===== src/rtl/uart_tx_fifo_if.sv =====
// Write-side handshake between core logic and uart_tx_fifo.
interface uart_tx_fifo_if #(
    parameter int unsigned DATA_BITS = 8
) ();
    logic                 valid;
    logic [DATA_BITS-1:0] data;
    logic                 ready;

    modport master (output valid, output data, input ready);
    modport slave  (input valid, input data, output ready);
endinterface


===== src/rtl/uart_tx_fifo.sv =====
// FIFO-buffered UART transmitter, frames sent back-to-back while data is queued.
// Optional parity bit enabled by defining UART_TX_PARITY_EN.
module uart_tx_fifo #(
    parameter int unsigned CLK_FREQ   = 100_000_000,
    parameter int unsigned BAUD       = 9600,
    parameter int unsigned DATA_BITS  = 8,
    parameter int unsigned STOP_BITS  = 1,
    parameter int unsigned FIFO_DEPTH = 4,
    parameter int unsigned PARITY_ODD = 0
) (
    input  logic                        clk,
    input  logic                        rst,
    uart_tx_fifo_if.slave               tx,
    output logic                        dout,
    output logic                        busy,
    output logic [$clog2(FIFO_DEPTH):0] fifo_count
);
    localparam int unsigned DIV   = CLK_FREQ / BAUD;
    localparam int unsigned CNT_W = $clog2(DIV);
    localparam int unsigned PTR_W = $clog2(FIFO_DEPTH);
    localparam int unsigned IDX_W = $clog2(DATA_BITS);

    if (DIV < 2 || DATA_BITS < 5 || DATA_BITS > 8 || STOP_BITS < 1 || STOP_BITS > 2 ||
        FIFO_DEPTH < 2 || (FIFO_DEPTH & (FIFO_DEPTH - 1)) != 0 || PARITY_ODD > 1) begin : g_param_check
        $error("uart_tx_fifo: illegal parameter set");
    end

    typedef enum logic [2:0] {
        S_IDLE,
        S_START,
        S_DATA,
        S_PARITY,
        S_STOP
    } state_t;

    state_t               state;
    logic [CNT_W-1:0]     cnt;
    logic [IDX_W-1:0]     idx;
    logic                 stop_idx;
    logic [DATA_BITS-1:0] shift;

    logic [DATA_BITS-1:0] mem [FIFO_DEPTH];
    logic [PTR_W-1:0]     wr_ptr;
    logic [PTR_W-1:0]     rd_ptr;
    logic                 full;
    logic                 push;
    logic                 pop;
    logic                 tick;
    logic                 stop_last;

    assign full      = (fifo_count == (PTR_W + 1)'(FIFO_DEPTH));
    assign tx.ready  = ~full;
    assign push      = tx.valid && ~full;
    assign tick      = (cnt == CNT_W'(DIV - 1));
    assign stop_last = (stop_idx == 1'(STOP_BITS - 1));
    // Pop from IDLE, or at the end of the last stop bit so the next START has no gap.
    assign pop = (fifo_count != '0) &&
                 ((state == S_IDLE) || ((state == S_STOP) && tick && stop_last));

    // Storage has no reset; emptiness is tracked by the pointers and count.
    always_ff @(posedge clk) begin
        if (push) mem[wr_ptr] <= tx.data;
    end

    always_ff @(posedge clk or posedge rst) begin
        if (rst) begin
            wr_ptr     <= '0;
            rd_ptr     <= '0;
            fifo_count <= '0;
        end else begin
            if (push) wr_ptr <= wr_ptr + PTR_W'(1);
            if (pop)  rd_ptr <= rd_ptr + PTR_W'(1);
            case ({push, pop})
                2'b10:   fifo_count <= fifo_count + (PTR_W + 1)'(1);
                2'b01:   fifo_count <= fifo_count - (PTR_W + 1)'(1);
                default: fifo_count <= fifo_count;
            endcase
        end
    end

`ifdef UART_TX_PARITY_EN
    logic parity;

    always_ff @(posedge clk or posedge rst) begin
        if (rst)      parity <= 1'b0;
        else if (pop) parity <= (^mem[rd_ptr]) ^ 1'(PARITY_ODD);
    end
`endif

    always_ff @(posedge clk or posedge rst) begin
        if (rst) begin
            state    <= S_IDLE;
            cnt      <= '0;
            idx      <= '0;
            stop_idx <= 1'b0;
            shift    <= '0;
            dout     <= 1'b1;
            busy     <= 1'b0;
        end else begin
            if (state == S_IDLE || tick) cnt <= '0;
            else                         cnt <= cnt + CNT_W'(1);

            case (state)
                S_IDLE: begin
                    if (pop) begin
                        shift <= mem[rd_ptr];
                        state <= S_START;
                        dout  <= 1'b0;
                        busy  <= 1'b1;
                    end
                end
                S_START: begin
                    if (tick) begin
                        state <= S_DATA;
                        idx   <= '0;
                        dout  <= shift[0];
                    end
                end
                S_DATA: begin
                    if (tick) begin
                        if (idx == IDX_W'(DATA_BITS - 1)) begin
`ifdef UART_TX_PARITY_EN
                            state <= S_PARITY;
                            dout  <= parity;
`else
                            state    <= S_STOP;
                            stop_idx <= 1'b0;
                            dout     <= 1'b1;
`endif
                        end else begin
                            idx   <= idx + IDX_W'(1);
                            shift <= shift >> 1;
                            dout  <= shift[1];
                        end
                    end
                end
`ifdef UART_TX_PARITY_EN
                S_PARITY: begin
                    if (tick) begin
                        state    <= S_STOP;
                        stop_idx <= 1'b0;
                        dout     <= 1'b1;
                    end
                end
`endif
                S_STOP: begin
                    if (tick) begin
                        if (!stop_last) begin
                            stop_idx <= 1'b1;
                        end else if (pop) begin
                            shift <= mem[rd_ptr];
                            state <= S_START;
                            dout  <= 1'b0;
                        end else begin
                            state <= S_IDLE;
                            busy  <= 1'b0;
                        end
                    end
                end
                default: begin
                    state <= S_IDLE;
                    dout  <= 1'b1;
                    busy  <= 1'b0;
                end
            endcase
        end
    end
endmodule

===== src/flat_wrapper.sv =====
// flat-port wrapper written by rule: the top's interface ports become plain ports
module uart_tx_fifo_flat 
#(
    parameter int unsigned CLK_FREQ   = 100_000_000,
    parameter int unsigned BAUD       = 9600,
    parameter int unsigned DATA_BITS  = 8,
    parameter int unsigned STOP_BITS  = 1,
    parameter int unsigned FIFO_DEPTH = 4,
    parameter int unsigned PARITY_ODD = 0
)
  (clk, rst, dout, busy, fifo_count, tx_valid, tx_data, tx_ready);
  uart_tx_fifo_if #(.DATA_BITS(DATA_BITS)) tx_i ();
  input  logic clk;
  input  logic rst;
  output logic dout;
  output logic busy;
  output logic [$clog2(FIFO_DEPTH):0] fifo_count;
  input wire logic [$bits(tx_i.valid)-1:0] tx_valid;
  input wire logic [$bits(tx_i.data)-1:0] tx_data;
  output wire logic [$bits(tx_i.ready)-1:0] tx_ready;
  assign tx_i.valid = tx_valid;
  assign tx_i.data = tx_data;
  assign tx_ready = tx_i.ready;
  uart_tx_fifo #(.CLK_FREQ(CLK_FREQ), .BAUD(BAUD), .DATA_BITS(DATA_BITS), .STOP_BITS(STOP_BITS), .FIFO_DEPTH(FIFO_DEPTH), .PARITY_ODD(PARITY_ODD)) u_core (.clk(clk), .rst(rst), .tx(tx_i), .dout(dout), .busy(busy), .fifo_count(fifo_count));
endmodule

===== config.mk =====
export PLATFORM = sky130hd
export DESIGN_NAME = uart_tx_fifo_flat
export DESIGN_NICKNAME = d
export VERILOG_FILES = /design/src/rtl/uart_tx_fifo_if.sv /design/src/rtl/uart_tx_fifo.sv /design/src/flat_wrapper.sv
export SDC_FILE = /design/constraint.sdc
export NUM_CORES = 1
export LEC_CHECK = 0
export ABC_AREA = 1
export ABC_CLOCK_PERIOD_IN_PS = 2800
export BUFFER_PORTS_ARGS = -buffer_cell sky130_fd_sc_hd__buf_2
export CAP_MARGIN = 20
export CORE_MARGIN = 10
export CORE_UTILIZATION = 50
export CTS_CLUSTER_SIZE = 14
export DETAILED_ROUTE_END_ITERATION = 16
export PLACE_DENSITY = 0.67
export SLEW_MARGIN = 20
export SYNTH_ARGS = -nofsm -noshare
export SYNTH_HDL_FRONTEND = slang
export SYNTH_SLANG_ARGS = --single-unit

===== constraint.sdc =====
create_clock -name clk -period 2.8 [get_ports clk]
set_clock_uncertainty 0.15 [all_clocks]
set_input_delay 0.42 -clock clk [delete_from_list [all_inputs] [get_ports clk]]
set_output_delay 0.42 -clock clk [all_outputs]
set_load 0.01 [all_outputs]

; After elaboration in Yosys (flattened, before gate mapping)
; Memories as Yosys holds them, arrays and structs flattened.
; Index checks and enable logic that the tools add are counted.
[totals]
reg_bits = 38
latch_bits = 0
ram_bits = 32
mem_bits_ro = 0
in_bits = 11
mem_count = 1
[mem_list]
columns = name, words, width, rd, rd_clocked_by_memory_dff, write_ports, line_no
row1 = u_core.mem, 4, 8, 1, 0, 1, uart_tx_fifo.sv:42  ; logic [DATA_BITS-1:0] mem [FIFO_DEPTH];
[classes]
addsub = 6
n_mul = 0
div_mod_pow = 0
order_cmp = 0
eq_ne = 16
n_shift = 0
muxes = 39
bitwise = 3
reduce_logical = 19
[ops]
columns = cell, count
row1 = two-way mux 8 bit, 5
row2 = two-way mux 3 bit, 9
row3 = one-hot mux 8 bit (3 select lines), 1
row4 = two-way mux 1 bit, 17
row5 = adder 14 x 1 -> 14 bit (second input constant), 1
row6 = equality test 14 bit (second input constant), 1
row7 = two-way mux 14 bit, 1
row8 = one-hot mux 3 bit (2 select lines), 2
row9 = one-hot mux 3 bit (4 select lines), 1
row10 = AND reduction 4 bit, 3
row11 = inequality test 2 x 1 -> 1 bit (second input constant), 5
row12 = AND reduction 5 bit, 2
row13 = equality test 3 bit (second input constant), 3
row14 = adder 3 x 1 -> 3 bit (second input constant), 2
row15 = inequality test 2 bit (second input constant), 3
row16 = AND reduction 6 bit, 1
row17 = nonzero test 2 bit, 3
row18 = nonzero test 3 bit, 2
row19 = adder 2 x 1 -> 2 bit (second input constant), 2
row20 = logical AND 1 bit, 4
row21 = one-hot mux 1 bit (4 select lines), 1
row22 = equality test 3 x 1 -> 1 bit (second input constant), 1
row23 = equality test 3 x 2 -> 1 bit (second input constant), 1
row24 = zero test 3 bit, 1
row25 = other kinds (8), 11

; Longest topological paths before layout
; Gate-level depths: netlist of run 1.
[logic_depth]
ltp_word = 9
ltp_mapped = 14
mapped_depth_nobuf = 14

; Least setup slack after synthesis of run 1
; Ideal clock, no wire load.
[synth_path]
path_kind = flip-flop to flip-flop
from = register u_core.cnt[0]
to = register u_core.fifo_count[2]
setup_time_ps = 126
arrival_time_ps = 2009
required_time_ps = 2524
setup_slack_ps = 515
stages_incl_launch_ff = 14
path_buffers = 0
path_cell_list = dfrtp_1 > ha_1 > nand3_1 > nor2_2 > nand2_4 > nand2_4 > nand2_4 > inv_1 > ha_1 > inv_1 > fa_1 > a21oi_1 > o21ai_0 > xnor2_1
[synth_between]
elab_chain_len = 7
word_cells_on_any_way = 9
classes_between = eq/ne: 3 / mux: 1 / reduce/logical: 5
[synth_lines]
columns = element, line_no
row1 = from (decl), uart_tx_fifo.sv:37  ; logic [CNT_W-1:0] cnt;
row2 = from (signal assigned), uart_tx_fifo.sv:101  ; else cnt <= cnt + CNT_W'(1);
row3 = equality test 14 bit (*), uart_tx_fifo.sv:54  ; assign tick = (cnt == CNT_W'(DIV - 1));
row4 = logical AND 1 bit (*) (2 in series), uart_tx_fifo.sv:58  ; ((state == S_IDLE) || ((state == S_STOP) && tick && stop_last));
row5 = logical OR 1 bit (*), uart_tx_fifo.sv:58
row6 = logical AND 1 bit (*), uart_tx_fifo.sv:57  ; assign pop = (fifo_count != '0) &&
row7 = equality test 2 x 1 -> 1 bit / equality test 2 bit (equally long branches), uart_tx_fifo.sv:73  ; case ({push, pop})
row8 = one-hot mux 3 bit (2 select lines) / nonzero test 2 bit (equally long branches), -
row9 = to (signal assigned), uart_tx_fifo.sv:74  ; 2'b10: fifo_count <= fifo_count + (PTR_W + 1)'(1);
row10 = to (signal assigned), uart_tx_fifo.sv:75  ; 2'b01: fifo_count <= fifo_count - (PTR_W + 1)'(1);
row11 = to (signal assigned), uart_tx_fifo.sv:76  ; default: fifo_count <= fifo_count;
row12 = to (decl), uart_tx_fifo.sv:16  ; output logic [$clog2(FIFO_DEPTH):0] fifo_count
; Every way passes the cells marked *; elsewhere a longest branch is shown, timed or not.
; A chain may end at the register's enable or synchronous reset.

; Worst setup path after layout of run 1
; Ends and elaborated chain as after synthesis.

==> results of run 1 <==
## cells in the mapped netlist, drive strengths merged
| cell | instances |
|---|---|
| inv | 35 |
| nor2 | 39 |
| xnor2 | 3 |
| nand3 | 26 |
| clkbuf | 1 |
| nand2 | 94 |
| nand4 | 3 |
| nor4 | 1 |
| dfrtp | 36 |
| dfstp | 1 |
| xor2 | 3 |
| clkinv | 2 |
| nor3 | 6 |
| fa | 1 |
| buf | 6 |
| o22ai | 6 |
| a21oi | 10 |
| a211oi | 1 |
| a21boi | 1 |
| edfxtp | 32 |
| o21ai | 25 |
| a31oi | 1 |
| ha | 8 |
## final cells by class
cell class	instances	area, um^2	area share (%)
Sequential cell	69	1888	51.31
Multi-Input combinational cell	228	1179	32.03
Inverter	37	140.1	3.808
Timing Repair Buffer	23	132.6	3.604
Clock buffer	9	123.9	3.366
Clock inverter	7	120.1	3.264
Tap cell	77	96.34	2.618
## cell families after synthesis
| group | count (synthesis) | share of synthesized area [%] |
|---|---|---|
| AOI/OAI and AO/OA | 44 | 7.648 |
| xor gates and xnor gates | 6 | 1.614 |
| adders and majority gates | 9 | 3.690 |
| buffers and inverters | 44 | 5.803 |
| DFF | 69 | 57.99 |
| and+or+nand+nor | 169 | 23.25 |
## cells in the final DEF, fill, tap and decap left out, drive strengths merged
cell	n
dfrtp	36
a31oi	1
nor3	6
nand3	26
bufinv	3
a21oi	10
nand2	94
a211oi	1
fa	1
inv	38
buf	23
o21ai	25
nor4	1
dfstp	1
a21boi	1
xnor2	3
nor2	39
xor2	3
nand4	3
clkbuf	9
ha	8
clkinv	3
edfxtp	32
o22ai	6
## worst min-delay path by stage
stage,startpoint,end,slack [ns],cells past startpoint
final,rst,u_core.cnt[7],0.02,3
after global routing,rst,u_core.cnt[7],0.08,3
after CTS,rst,u_core.cnt[10],0.04,3
after detailed placement,u_core.cnt[0],u_core.cnt[0],0.30,1
after global placement,u_core.cnt[0],u_core.cnt[0],0.29,1
after floorplan,u_core.cnt[0],u_core.cnt[0],0.28,1
## worst register-to-register path: stages (launching register included)
cell and delay, ns:
dfrtp_1 0.37, ha_1 0.19, nand3_1 0.12, nor2_2 0.17, nand2_4 0.11, nand2_4 0.16, nand2_4 0.10, inv_1 0.09
ha_1 0.13, inv_1 0.06, fa_1 0.37, a21oi_1 0.15, o21ai_0 0.11, xnor2_1 0.14
## where the power goes
part,switching [W],internal [W]
logic,0.000887,0.000473
registers,0.000132,0.00133
clock network,0.000396,0.000598
## per-layer routing
metal | global-route usage (%) | vias up
li1 | - | 1176
met1 | 14.75 | 1075
met2 | 20.49 | 42
met3 | 2.949 | 10
met4 | 5.870 | 0
met5 | 0 | -
## stage by stage
step                      instances  instance area (um^2)  utilization, %
final                           450                  3680           57.95
after detailed placement        434                  3436           54.11
after global routing            450                  3680           57.95
after floorplan                 341                  3256               -
after CTS                       450                  3680           57.95
after global placement          434                  3436           54.11
## registers in the layout, summed over array words and instances, names as in the netlist
register and flops:
u_core.mem 32, u_core.cnt 14, u_core.shift 8, u_core.fifo_count 3, u_core.idx 3, u_core.state 3
u_core.rd_ptr 2, u_core.wr_ptr 2, u_core.busy 1, u_core.dout 1
==> run_results.csv, run 1 <==
group,metric,value,unit
clocking,ctsRootBufferMaster,"clkbuf_8",
die,start_util,51.27,%
route,met1_length,2.683,mm
die,coreArea,6350,um^2
placed_design,pre_cts_ws,0.2792,ns
timing,hold_viol_final,0,
timing,fin_tns_setup,0,ns
global_route,grt_pass1_vias,2249,
placed_design,port_buffers,16,
die,pin_count,17,
cells_and_area,drive_gt1_share,15.28,%
timing,rsz0062_at_grt,"false",
clocking,clock_path_buffers,2,
placed_design,place_congestion,0.7895,
synthesis,synth_top_area_share,29.52,%
setup_path,ff2ff_setup_slack,0.28,ns
status,status,"finished, final reports clean",
cells_and_area,num-nets-final,388,
global_route,grt-ovfl-total,0,
die,die_y,100.7,um
timing,setup_violations,0,
timing,hold_slack,0.02208,ns
setup_path,critPathLaunchType,"register",
pwr,power,0.003815,W
setup_path,worst_path_max_delay_cell,"dfrtp_1",
setup_path,cp_num_buf_inv,2,
synthesis,synth-seq-cells,69,
route,avgViaCountPerCell,5.118,
route,wl_met2,2.846,mm
setup_path,crit_top_cell,"nand2_4",
clocking,cts_setup_buffers,0,
synthesis,syn_area_per_cell,9.547,um^2
clocking,hold_buffers,0,
setup_path,crit_required,2.88,ns
setup_path,cp_cell_sequence,"ha_1 > nand3_1 > nor2_2 > nand2_4 > nand2_4 > nand2_4 > inv_1 > ha_1 > inv_1 > fa_1 > a21oi_1 > o21ai_0 > xnor2_1",
clocking,cts_buffers,9,
synthesis,netlist_area,3256,um^2
pwr,peakVddDrop,562.9,uV
route,remaining_drc_errors,0,
clocking,htreeDepth,3,
setup_path,crit_fanout,11,
synthesis,synth_seq_area_share,57.99,%
timing,slew_violations,0,
synthesis,synth_area_leaders,"edfxtp_1, dfrtp_1, nand2_1",
route,top_layer,"met4",
clocking,clk_pin_slew,0.08,ns
route,dr_wl_met3,193,um
route,detail-route-antenna-nets,0,
cells_and_area,fill_cells,534,
setup_path,reg2reg_from,"u_core.cnt[0]",
die,die_area,10140,um^2
route,drt_pass1_iterations,4,
timing,relSlewSlack,65.69,%
placed_design,dpl.hpwl,4.032,mm
clocking,clock_sinks,69,
timing,worst_slack,0.2772,ns
synthesis,syn_nets,361,
synthesis,yosys_warnings,0,
setup_path,critPathCaptureType,"register",
run,maxCapViolations,0,
global_route,grt_max_degree,38,
clocking,insertion_delay,0.35,ns
global_route,track_usage,12.37,%
synthesis,post-synth-top-area-cell,"edfxtp_1",
setup_path,rr_worst_depth,13,
synthesis,ys_types,35,
route,detail_route.wl_per_cell,12.96,um
min_path,hp-class,"in -> async",
clocking,cts_tree,"yes",
global_route,grt_pass1_wl,10.15,mm
setup_path,timing.rr.end,"u_core.fifo_count[2]",
timing,clock.fmax,396.4,MHz
die,num_rows,29,
setup_path,critical_path.top_delay_family,"adder cells",
setup_path,critical_path_class,"reg -> reg",
setup_path,crit_arrival,2.60,ns
route,vias,2303,
timing,worst_pin_slew,0.5141,ns
cells_and_area,num_antenna_cells,0,
setup_path,startpoint,"u_core.cnt[0]",
setup_path,crit_cells,13,
synthesis,synthCells,341,
route,drt_wl_total,5.833,mm
timing,period_share,90.10,%
timing,min_period,2.523,ns
route,first_iter_violations,153,
die,dieWidth,100.7,um
pwr,power_density,1037,nW/um^2
cells_and_area,area.growth.synth_to_final,13.03,%
pwr,p_leak,1.651,nW
setup_path,max_stage_delay,0.37,ns
global_route,antenna_found_initial,0,
clocking,post_cts_resized,0,
setup_path,crit_end,"u_core.fifo_count[2]",
Power figures use the tool's default switching activity.
==> inputs of run 2 (changes only) <==
--- a/config.mk
+++ b/config.mk
@@ -11,9 +11,8 @@
 export CAP_MARGIN = 20
 export CORE_MARGIN = 10
 export CORE_UTILIZATION = 50
-export CTS_CLUSTER_SIZE = 14
 export DETAILED_ROUTE_END_ITERATION = 16
-export PLACE_DENSITY = 0.67
+export PLACE_DENSITY = 0.78
 export SLEW_MARGIN = 20
 export SYNTH_ARGS = -nofsm -noshare
 export SYNTH_HDL_FRONTEND = slang
==> run 2 against run 1 <==
- clock power is 11% lower
- cell area is 0.99% lower
- hold slack better by 0.0086 ns
- setup slack worse by 0.073 ns
- core utilization is 0.57 points lower
- non-clock buffer count is 3 lower
- register-to-register slack worse by 0.07 ns
- combinational power hardly changed
- first-iteration DRC count is 27% lower
- fmax is 2.8% lower
- critical endpoint unchanged
==> run_results.csv, run 2 (synthesis gave the netlist of run 1 again) <==
group,metric,value,unit
clocking,ctsRootBufferMaster,"clkbuf_8",
die,num_rows,29,
route,remaining_drc_errors,0,
route,detail-route-antenna-nets,0,
route,detail_route.wl_per_cell,12.91,um
setup_path,critical_path_class,"reg -> reg",
setup_path,critPathLaunchType,"register",
clocking,insertion_delay,0.34,ns
timing,clock.fmax,385.2,MHz
global_route,track_usage,12.26,%
global_route,grt_pass1_vias,2292,
cells_and_area,fill_cells,530,
route,drt_wl_total,5.771,mm
clocking,htreeDepth,3,
cells_and_area,num_antenna_cells,0,
timing,worst_pin_slew,0.7550,ns
cells_and_area,postLayoutCoreUtil,57.38,%
setup_path,max_stage_delay,0.38,ns
setup_path,crit_required,2.87,ns
min_path,hp-class,"in -> async",
die,dieWidth,100.7,um
setup_path,critical_path.top_delay_family,"adder cells",
pwr,p_leak,1.621,nW
timing,setup_violations,0,
setup_path,cp_num_buf_inv,2,
placed_design,dpl.hpwl,4.053,mm
clocking,clock_sinks,69,
cells_and_area,drive_gt1_share,14.86,%
die,coreArea,6350,um^2
clocking,cts_tree,"yes",
route,avgViaCountPerCell,5.195,
global_route,grt-ovfl-total,0,
setup_path,reg2reg_from,"u_core.cnt[0]",
cells_and_area,top_register,"u_core.mem",
setup_path,rr_worst_depth,13,
clocking,cts_buffers,9,
clocking,cts_setup_buffers,0,
pwr,power_density,1018,nW/um^2
timing,min_period,2.596,ns
route,first_iter_violations,111,
global_route,antenna_found_initial,0,
route,vias,2322,
setup_path,crit_fanout,11,
setup_path,ff2ff_setup_slack,0.20,ns
route,drt_pass1_iterations,4,
cells_and_area,area.growth.synth_to_final,11.91,%
timing,slew_violations,0,
cells_and_area,final_common_cell,"nand2_1",
timing,hold_slack,0.03065,ns
die,die_y,100.7,um
clocking,clk_pin_slew,0.07,ns
timing,period_share,92.71,%
setup_path,critPathCaptureType,"register",
cells_and_area,largest_reg_flops,32,
pwr,peakVddDrop,612.0,uV
global_route,grt_max_degree,38,
timing,fin_tns_setup,0,ns
clocking,clock_path_buffers,2,
setup_path,worst_path_max_delay_cell,"dfrtp_1",
timing,hold_viol_final,0,
cells_and_area,num-nets-final,385,
timing,relSlewSlack,49.48,%
status,status,"finished, final reports clean",
cells_and_area,final_cell_mix,"nand2_1, dfrtp_1, inv_1, nor2_1, edfxtp_1",
placed_design,place_congestion,0.8098,
cells_and_area,top_regs,"u_core.mem: 32 flops, u_core.cnt: 14 flops, u_core.shift: 8 flops",
setup_path,cp_cell_sequence,"ha_1 > nand3_1 > nor2_2 > nand2_4 > nand2_8 > nand2_4 > inv_1 > ha_1 > inv_1 > fa_1 > a21oi_1 > o21ai_0 > xnor2_1",
cells_and_area,multi_input_area,1187,um^2
placed_design,port_buffers,16,
global_route,grt_pass1_wl,10.16,mm
cells_and_area,ff_latch_area,1888,um^2
run,maxCapViolations,0,
die,pin_count,17,
die,start_util,51.27,%
timing,rsz0062_at_grt,"false",
setup_path,timing.rr.end,"u_core.fifo_count[2]",
die,die_area,10140,um^2
setup_path,crit_arrival,2.67,ns
[run 2: changes by cell type in the layout (fill, tap and decap cells not counted), sizes merged]
cell	previous run	this run
buf	23	20
clkinvlp	0	2
clkinv	3	4
bufinv	3	2
inv	38	36
[run 2: stage by stage]
stage | total power, W | cell area [um^2] | setup WS, ns | instances
floorplan | 0.002527 | 3256 | 0.5151 | 341
global placement | 0.002779 | 3413 | 0.3323 | 431
detailed placement | 0.002825 | 3413 | 0.2157 | 431
CTS | 0.003718 | 3635 | 0.1392 | 447
global route | 0.004014 | 3643 | 0.01444 | 447
finish | 0.003708 | 3643 | 0.2040 | 447
[run 2: how the worst max path moves through the flow]
| stage | slack [ns] | end | cells after the start | startpoint |
|---|---|---|---|---|
| 6_report | 0.20 | u_core.fifo_count[2] | 13 | u_core.cnt[0] |
| 3_3_place_gp | 0.33 | u_core.fifo_count[2] | 13 | u_core.cnt[0] |
| 4_1_cts | 0.14 | u_core.fifo_count[2] | 13 | u_core.cnt[0] |
| 5_1_grt | 0.01 | u_core.fifo_count[2] | 13 | u_core.cnt[0] |
| 3_5_place_dp | 0.22 | u_core.fifo_count[2] | 13 | u_core.cnt[0] |
| 2_1_floorplan | 0.52 | u_core.fifo_count[2] | 13 | u_core.cnt[0] |
[run 2: repair_timing]
item	in CTS	in global routing
endpoints found under the setup margin	0	1
hold buffers	0	0
gates resized for setup	0	1
[run 2: layer usage]
layer  part of all wire [%]  global-route usage, %
met5                      0                      0
met4                    2.1                  5.870
met3                    4.7                  3.224
met2                     49                  19.75
met1                     44                  14.88
[run 2: where the power goes]
| group | switching, W | internal, W |
|---|---|---|
| combinational | 0.000890 | 0.000469 |
| clock | 0.000379 | 0.000504 |
| sequential | 0.000138 | 0.00133 |
| total | 0.00141 | 0.00230 |
[run 2: final cells by class]
class	count	share of cell area (%)
clock buffers	9	3.400
clock inverters	7	2.679
inverters	37	3.846
multi-input cells	228	32.59
flip-flops and latches	69	51.82
well taps	77	2.644
repair buffers	20	3.022
[run 2: worst reg2reg max path, cell delays in order (launching register included)]
cell and delay (ns):
dfrtp_1 0.38, ha_1 0.20, nand3_1 0.13, nor2_2 0.18, nand2_4 0.13, nand2_8 0.13, nand2_4 0.09, inv_1 0.10
ha_1 0.15, inv_1 0.07, fa_1 0.38, a21oi_1 0.16, o21ai_0 0.11, xnor2_1 0.13
==> inputs of run 3 (changes only) <==
--- a/config.mk
+++ b/config.mk
@@ -6,13 +6,13 @@
 export NUM_CORES = 1
 export LEC_CHECK = 0
 export ABC_AREA = 1
-export ABC_CLOCK_PERIOD_IN_PS = 2800
+export ABC_CLOCK_PERIOD_IN_PS = 2150
 export BUFFER_PORTS_ARGS = -buffer_cell sky130_fd_sc_hd__buf_2
 export CAP_MARGIN = 20
 export CORE_MARGIN = 10
 export CORE_UTILIZATION = 50
 export DETAILED_ROUTE_END_ITERATION = 16
-export PLACE_DENSITY = 0.78
+export PLACE_DENSITY = 0.81
 export SLEW_MARGIN = 20
 export SYNTH_ARGS = -nofsm -noshare
 export SYNTH_HDL_FRONTEND = slang
==> constraint.sdc (replaced) <==
create_clock -name clk -period 2.15 [get_ports clk]
set_clock_uncertainty 0.15 [all_clocks]
set_input_delay 0.1075 -clock clk [delete_from_list [all_inputs] [get_ports clk]]
set_output_delay 0.1075 -clock clk [all_outputs]
set_load 0.01 [all_outputs]
==> run 3 against run 2 <==
- wire length grew 12%
- largest power group is now combinational cells
- critical path type unchanged
- combinational power grew 50%
- critical path depth is the same
- highest routed layer unchanged
==> run_results.csv, run 3 (synthesis gave the netlist of run 1 again) <==
group,metric,value,unit
placed_design,place_congestion,0.7940,
setup_path,crit_required,2.23,ns
cells_and_area,final_cell_mix,"nand2_1, dfrtp_1, inv_1, nor2_1, edfxtp_1",
timing,worst_slack,0.03084,ns
setup_path,rr_worst_depth,13,
timing,relSlewSlack,66.51,%
cells_and_area,finalNonFillerCells,475,
pwr,combPwrFrac,40.7,%
min_path,hold_path.startpoint,"tx_valid",
cells_and_area,area.growth.synth_to_final,19.64,%
cells_and_area,final_common_cell,"nand2_1",
die,start_util,51.27,%
global_route,met3_usage,4.390,%
route,detail_route.wl_per_cell,13.62,um
setup_path,critical_path_class,"reg -> reg",
timing,period_share,98.57,%
timing,min_period,2.119,ns
global_route,antenna_found_initial,0,
run,maxCapViolations,0,
timing,clock.fmax,471.9,MHz
global_route,grt_max_degree,38,
cells_and_area,top_register,"u_core.mem",
route,drt_wl_total,6.471,mm
pwr,pwr-share-clk,21.0,%
route,avgViaCountPerCell,5.177,
clocking,insertion_delay,0.35,ns
pwr,switching_share,38.95,%
pwr,p_leak,1.737,nW
timing,worst_pin_slew,0.5018,ns
pwr,peakVddDrop,1097,uV
cells_and_area,top_regs,"u_core.mem: 32 flops, u_core.cnt: 14 flops, u_core.shift: 8 flops",
global_route,grt_pass1_wl,11.03,mm
global_route,grt-ovfl-total,0,
min_path,hold_end,"u_core.fifo_count[1]",
min_path,hp-class,"in -> reg",
global_route,grt_use_met1,16.40,%
setup_path,critPathLaunchType,"register",
clocking,cts_tree,"yes",
pwr,power_density,1287,nW/um^2
die,die_y,100.7,um
timing,slew_violations,0,
setup_path,crit_arrival,2.20,ns
cells_and_area,num-nets-final,413,
placed_design,dpl.hpwl,4.362,mm
min_path,whs_path_depth,4,
timing,rsz0062_at_grt,"true",
timing,hold_slack,0.1240,ns
route,vias,2459,
cells_and_area,fill_cells,480,
clocking,htreeDepth,3,
clocking,ctsRootBufferMaster,"clkbuf_8",
global_route,grt.busiest_layer,"met2",
pwr,internal_power,0.003061,W
status,status,"finished, final reports clean",
timing,hold_viol_final,0,
clocking,clock_path_buffers,2,
setup_path,crit_fanout,3,
route,drt_pass1_iterations,4,
die,num_rows,29,
global_route,grt_pass1_vias,2386,
cells_and_area,largest_reg_flops,32,
placed_design,pre_cts_ws,0.001328,ns
clocking,clk_pin_slew,0.07,ns
placed_design,place_inst,445,
route,remaining_drc_errors,0,
global_route,track_usage,13.56,%
cells_and_area,multi_input_area,1222,um^2
pwr,seqPwrFrac,38.3,%
setup_path,reg2reg_from,"u_core.cnt[0]",
clocking,clock_sinks,69,
cells_and_area,ff_latch_area,1888,um^2
cells_and_area,num_antenna_cells,0,
setup_path,critPathCaptureType,"register",
timing,setup_violations,0,
setup_path,timing.rr.end,"u_core.fifo_count[2]",
clocking,cts_buffers,9,
setup_path,ff2ff_setup_slack,0.03,ns
cells_and_area,drive_gt1_share,20.60,%
placed_design,port_buffers,16,
die,die_area,10140,um^2
die,coreArea,6350,um^2
route,detail-route-antenna-nets,0,
die,pin_count,17,
die,dieWidth,100.7,um
global_route,use_met2,22.21,%
route,first_iter_violations,149,
pwr,switchingPower,0.001953,W
run 3: cell count changes in the layout (fill, tap and decap cells not counted), moves of 2 or more:
cell and delta:
inv_4 +2, inv_1 -2, ha_1 -2, o21ai_1 +2, o21ai_0 -2, clkinv_4 +2
nor2_1 -2, buf_4 +19, dlygate4sd3_1 +9
run 3: worst max path at each step:
stage                        from              endpoint  slack (ns)
floorplan           u_core.cnt[0]  u_core.fifo_count[2]       0.001
global placement    u_core.cnt[1]  u_core.fifo_count[2]        0.05
detailed placement  u_core.cnt[0]  u_core.fifo_count[2]       0.001
CTS                 u_core.cnt[0]  u_core.fifo_count[2]      0.0006
global route        u_core.cnt[7]  u_core.fifo_count[2]       -0.06
finish              u_core.cnt[0]  u_core.fifo_count[2]        0.03
run 3: power groups by stage:
| stage | clock [W] | sequential, W | combinational (W) |
|---|---|---|---|
| global route | 0.00114 | 0.00195 | 0.00233 |
| floorplan | 0 | 0.00190 | 0.00142 |
| detailed placement | 0 | 0.00193 | 0.00192 |
| global placement | 0 | 0.00192 | 0.00184 |
| finish | 0.00105 | 0.00192 | 0.00204 |
| CTS | 0.00107 | 0.00191 | 0.00195 |
run 3: area by class of cell:
| type | instances | share of cell area (%) |
|---|---|---|
| Clock buffer | 10 | 3.277 |
| Clock inverter | 6 | 1.863 |
| Inverter | 37 | 3.726 |
| Multi-Input combinational cell | 228 | 31.38 |
| Sequential cell | 69 | 48.47 |
| Tap cell | 77 | 2.473 |
| Timing Repair Buffer | 48 | 8.802 |
run 3: critical path: stages, from the launching register on:
cell	delay, ns
dfrtp_1	0.36
ha_2	0.23
nand3_4	0.09
nor2_4	0.11
nand2_4	0.06
nand2_4	0.06
nand2_4	0.06
inv_4	0.06
ha_4	0.12
inv_4	0.03
fa_2	0.34
a21oi_2	0.13
o21ai_1	0.08
xnor2_1	0.12
run 3: stage by stage:
step / total power, W / setup TNS [ns] / area [um^2] / utilization, %
floorplan: 0.003325 / 0 / 3278 / -
global placement: 0.003759 / 0 / 3541 / 55.76
detailed placement: 0.003850 / 0 / 3541 / 55.76
CTS: 0.004931 / 0 / 3836 / 60.41
global route: 0.005423 / -0.05918 / 3895 / 61.34
finish: 0.005014 / 0 / 3895 / 61.34
run 3: per-layer routing:
metal	wire length, um	up-vias
met3	268	5
met4	56	0
met1	2838	1173
met2	3307	56
met5	0	-
li1	-	1225
run 3: repair_timing:
item / 4_1_cts / 5_1_grt
resized for setup: 1 / 7
hold endpoints to repair: 68 / 0
pin swaps: 0 / 8
buffers inserted: 0 / 5
hold buffers: 9 / 0
endpoints found under the setup margin: 1 / 2
